## src/rtl/alu_arbiter.sv

```systemverilog
// Two-requester front end that serialises operations onto a single ALU with one op in flight.
// Define ALU_ARB_FIXED_PRIO_EN for fixed req0-over-req1 priority; round-robin otherwise.
module alu_arbiter #(
  parameter int unsigned WIDTH   = 8,
  parameter int unsigned CMD_W   = 4,
  parameter int unsigned LAT     = 1,
  parameter int unsigned LAT_MUL = 2
) (
  input  logic                 CLK,
  input  logic                 RST,
  input  logic [1:0]           req_valid,
  output logic [1:0]           req_ready,
  input  logic [1:0]           req_mode,
  input  logic [2*CMD_W-1:0]   req_cmd,
  input  logic [2*WIDTH-1:0]   req_opa,
  input  logic [2*WIDTH-1:0]   req_opb,
  input  logic [1:0]           req_cin,
  input  logic [3:0]           req_inp_valid,
  output logic                 CE,
  output logic                 MODE,
  output logic                 CIN,
  output logic [CMD_W-1:0]     CMD,
  output logic [WIDTH-1:0]     OPA,
  output logic [WIDTH-1:0]     OPB,
  output logic [1:0]           INP_VALID,
  input  logic [2*WIDTH-1:0]   RES,
  input  logic                 ERR,
  input  logic                 OFLOW,
  input  logic                 COUT,
  input  logic                 G,
  input  logic                 L,
  input  logic                 E,
  output logic                 rsp_valid,
  input  logic                 rsp_ready,
  output logic                 rsp_id,
  output logic [2*WIDTH-1:0]   rsp_res,
  output logic [5:0]           rsp_flags
);

  localparam int unsigned CNT_W = 4;

  typedef enum logic [1:0] {
    S_IDLE  = 2'd0,
    S_ISSUE = 2'd1,
    S_WAIT  = 2'd2,
    S_RESP  = 2'd3
  } state_t;

  state_t           state;
  state_t           state_nxt;
  logic [CNT_W-1:0] cnt;
  logic [CNT_W-1:0] lat_sel;
  logic [1:0]       gnt;
  logic             sel;
  logic             is_mul;
  logic             prio;   // 1: req1 wins a tie

  // Grant is a same-cycle handshake, only offered while idle and out of reset
  always_comb begin
    gnt = 2'b00;
    if (RST && state == S_IDLE) begin
      if (req_valid == 2'b11) gnt = prio ? 2'b10 : 2'b01;
      else                    gnt = req_valid;
    end
  end

  assign req_ready = gnt;
  assign sel       = gnt[1];
  assign is_mul    = MODE && (CMD == CMD_W'(9) || CMD == CMD_W'(10));
  assign lat_sel   = is_mul ? CNT_W'(LAT_MUL) : CNT_W'(LAT);

  always_ff @(posedge CLK) begin
    if (!RST) state <= S_IDLE;
    else      state <= state_nxt;
  end

  always_comb begin
    state_nxt = state;
    unique case (state)
      S_IDLE:  if (|gnt) state_nxt = S_ISSUE;
      S_ISSUE: state_nxt = S_WAIT;
      S_WAIT:  if (cnt == CNT_W'(1)) state_nxt = S_RESP;
      S_RESP:  if (rsp_ready) state_nxt = S_IDLE;
      default: state_nxt = S_IDLE;
    endcase
  end

  // ALU drive is loaded at grant so CE is already high during the issue cycle
  always_ff @(posedge CLK) begin
    if (!RST) begin
      prio      <= 1'b0;
      cnt       <= '0;
      CE        <= 1'b0;
      MODE      <= 1'b0;
      CIN       <= 1'b0;
      CMD       <= '0;
      OPA       <= '0;
      OPB       <= '0;
      INP_VALID <= 2'b00;
      rsp_valid <= 1'b0;
      rsp_id    <= 1'b0;
      rsp_res   <= '0;
      rsp_flags <= '0;
    end else begin
      unique case (state)
        S_IDLE: begin
          if (|gnt) begin
`ifdef ALU_ARB_FIXED_PRIO_EN
            prio      <= 1'b0;
`else
            prio      <= gnt[0];
`endif
            CE        <= 1'b1;
            MODE      <= req_mode[sel];
            CIN       <= req_cin[sel];
            CMD       <= sel ? req_cmd[2*CMD_W-1:CMD_W] : req_cmd[CMD_W-1:0];
            OPA       <= sel ? req_opa[2*WIDTH-1:WIDTH] : req_opa[WIDTH-1:0];
            OPB       <= sel ? req_opb[2*WIDTH-1:WIDTH] : req_opb[WIDTH-1:0];
            INP_VALID <= sel ? req_inp_valid[3:2] : req_inp_valid[1:0];
            rsp_id    <= sel;
          end
        end
        S_ISSUE: cnt <= lat_sel;
        S_WAIT: begin
          cnt <= cnt - CNT_W'(1);
          if (cnt == CNT_W'(1)) begin
            rsp_res   <= RES;
            rsp_flags <= {ERR, OFLOW, COUT, G, L, E};
            rsp_valid <= 1'b1;
            CE        <= 1'b0;
            INP_VALID <= 2'b00;
          end
        end
        S_RESP: if (rsp_ready) rsp_valid <= 1'b0;
        default: ;
      endcase
    end
  end

endmodule

```

## config.mk

```make
export PLATFORM = sky130hd
export DESIGN_NAME = alu_arbiter
export DESIGN_NICKNAME = d
export VERILOG_FILES = /design/src/rtl/alu_arbiter.sv
export SDC_FILE = /design/constraint.sdc
export NUM_CORES = 1
export LEC_CHECK = 0
export ABC_AREA = 1
export CAP_MARGIN = 30
export CORE_ASPECT_RATIO = 0.7
export CORE_UTILIZATION = 41
export CTS_CLUSTER_SIZE = 28
export DETAILED_ROUTE_END_ITERATION = 6
export GPL_TIMING_DRIVEN = 0
export PLACE_DENSITY = 0.87
export SETUP_SLACK_MARGIN = 0.5
export SYNTH_ARGS = -nofsm -noshare
export SYNTH_HDL_FRONTEND = slang
export SYNTH_SLANG_ARGS = --single-unit
```

## constraint.sdc

```tcl
create_clock -name CLK -period 1.65 [get_ports CLK]
set_input_delay 0.4125 -clock CLK [delete_from_list [all_inputs] [get_ports CLK]]
set_output_delay 0.4125 -clock CLK [all_outputs]
set_load 0.02 [all_outputs]
```

==> flow_summary.toml <==
[global_routing]
grtUsageTotal_pct = 26.2
overflow = 0
antenna_found_initial = 0
grt_max_degree = 17
grt_pass1_vias = 2974
grt_first_pass_wirelength_mm = 14.3

[finish]
drive_gt1_share_pct = 48.3
nNetsFinal = 637
n_fill_cell = 350
synthToLayoutAreaGrowth_pct = 96.9
fin_util_pct = 84.7
n_antenna_cell = 0

[logic_synthesis]
yosysMostFrequentCell = "nand2_1"
ys_ff_latch = 56
synth_ff_type = "dfxtp_1"
syn_area_per_cell_um2 = 7.24
yosysTopAreaCellShare_pct = 41.5
syn-cell-area_mm2 = 0.00270
synthesis.nets = 454
synthCells = 373
synth_common_cells = "68 x nand2_1, 64 x inv_1, 56 x dfxtp_1"
synthTopCellsByArea = "dfxtp_1 42%, nand2_1 9.5%, nand3_1 9.3%"
ys_seq_area_share_pct = 41.5
synth-edff-count = 0
yosys_warnings = 0
synthArstFlopShare_pct = 0
synth.distinct_cells = 29
synth_top_cell_by_area = "dfxtp_1"

[route]
wl_per_cell_um = 18.1
first_pass_iters = 5
drt-total-wl_mm = 11.5
drt_iter0_markers = 236
vias_per_cell = 5.32
drc = 0
vias = 3378
drtAntennaViolNets = 0

[clock_tree]
cts_tree = "done"
cts.path.max_buffers = 2
clkSlewWorstSetupHoldPaths_ns = 0.10
cts_inserted_buffers = 5
clk_latency_ns = 0.31
holdBufCountCts = 0
root_buffer = "clkbuf_8"
cts-htree-levels = 2
clock-sinks = 56

[setup_path]
reg2regPathDepth = 11
path_class = "input port to output pin"
critPathMaxFanout = 3
r2r_start = "state[0]"
endpoint_kind = "output pin"
critPathRequiredTime_ns = 1.24
critPathArrivalTime_ns = 1.44
r2r-end = "INP_VALID[1]"
start_kind = "input port"
endpoint = "req_ready[1]"
reg2reg_setup_slack_ns = -0.09
startpoint = "req_valid[1]"

[power]
vdd_drop_max_mv = 1.00
combPwrFrac_pct = 60.0
p_seq_share_pct = 27.4
power_density_mw_per_mm2 = 1380
p_int_mw = 4.32
switching_power_mw = 3.00
switching_share_pct = 41.0
leakagePower_nw = 2.44
p_clk_share_pct = 12.6
p_total_mw = 7.32

[timing]
clock_skew_ns = 0.00916
period_needed_ns = 1.85
layout_setup_ws_ns = -0.201
rsz0062_at_grt = "true"
slew_viol_final = 0
slew_headroom_pct = 75.9
fin_crit_sh_pct = 112
setup_viol = 13
worst_slew_pin_slew_ns = 0.361
max_freq_ghz = 0.540
hold_violations = 0

[die]
ioPinCount = 126
dieArea_mm2 = 0.00692
dieHeight_um = 69.9
die_w_um = 99.0
core_area_mm2 = 0.00628
initial_core_util_pct = 43.0
rows = 24

[status]
run_status = "complete, but fails checks"
violations = "setup timing"

[min_path]
hold_start = "rsp_flags[4]"
hold_path.class = "register to register"

[place]
gp_congestion = 0.805
dp_hpwl_mm = 5.65
port_buffers = 125

[flow_run]
maxCapViolations = 0
[cell usage in the layout (no fill, tap or decap), drive strengths merged, types with 6 or more instances in the layout]
cell	n
nand3	54
clkbuf	13
inv	64
ha	6
or2	24
dfxtp	56
clkdlybuf4s50	71
o21ai	26
buf	112
nor2	15
a21oi	28
nand2	72
[through the flow]
step           std cells  setup WS [ns]  instance area, um2  TNS (ns)  hold slack [ns]
2_1_floorplan        373          0.209                2780         0            0.476
3_3_place_gp         576         -0.953                4130    -13.51            0.432
3_5_place_dp         576         -0.985                4130    -15.76            0.436
4_1_cts              608         -0.165                4680    -0.323            0.455
5_1_grt              635         -0.235                5320     -1.83            0.472
6_report             635         -0.201                5320    -0.621            0.454
[how the worst min path moves through the flow]
stage | to | slack (ns) | depth (start not counted)
after floorplan | state[0] | 0.48 | 2
after global placement | rsp_res[10] | 0.43 | 2
after detailed placement | rsp_flags[1] | 0.44 | 2
after CTS | rsp_flags[1] | 0.45 | 2
after global routing | rsp_flags[4] | 0.47 | 2
final | rsp_flags[4] | 0.45 | 2
[power by group through the flow]
stage | logic [mW] | registers (mW) | clock network [mW]
after global placement | 2.71 | 1.89 | 0
after detailed placement | 2.79 | 1.90 | 0
after floorplan | 1.47 | 2.19 | 0
after CTS | 3.37 | 1.97 | 0.906
final | 4.39 | 2.01 | 0.922
after global routing | 4.63 | 2.04 | 0.979
[metal layers]
layer	GRT usage, %	vias up	wire [um]
met5	0	-	0
met1	33.9	1614	4810
li1	-	1542	-
met3	4.20	35	740
met2	45.8	187	5630
met4	6.30	0	330
[state kept, by name, summed over array words and instances, names as in the netlist, 2 cells and up]
signal,flops
CMD,4
rsp_res,16
OPA,8
INP_VALID,2
cnt,4
OPB,8
rsp_flags,6
state,2
[kinds of logic (layout without fill, tap and decap cells)]
logic type / count (synthesis) / in the layout / synth area share, %
compound gates: 57 / 57 / 10.8
buf+inv: 84 / 266 / 14.5
flops: 56 / 56 / 41.5
fa+ha+maj: 6 / 6 / 2.78
xor+xnor: 1 / 1 / 0.325
simple gates: 169 / 171 / 30.0
[critical path: stages]
cell and delay, ns:
dlygate4sd2_1 0.38, inv_1 0.13, nor2_4 0.17, nand2_4 0.09, clkinv_4 0.06, buf_12 0.10
buf_8 0.10
[cell type report]
type                       count  area (um2)  share of cell area, %
clock buffer                   6        72.6                   1.37
sequential                    56        1180                   22.3
tap                           78        97.6                   1.84
multi-input combinational    235        1620                   30.5
timing repair buffer         174        1830                   34.3
inverter                      65         254                   4.78
clock inverter                 2        35.0                  0.659
buffer                        19         226                   4.26
[repair_timing]
action	4_1_cts	5_1_grt
buffers inserted	20	22
setup endpoints to repair	107	107
pin swaps	13	27
cloned	4	5
endpoints found under the hold margin	0	0
gates resized for setup	418	100
Power figures use the tool's default switching activity.
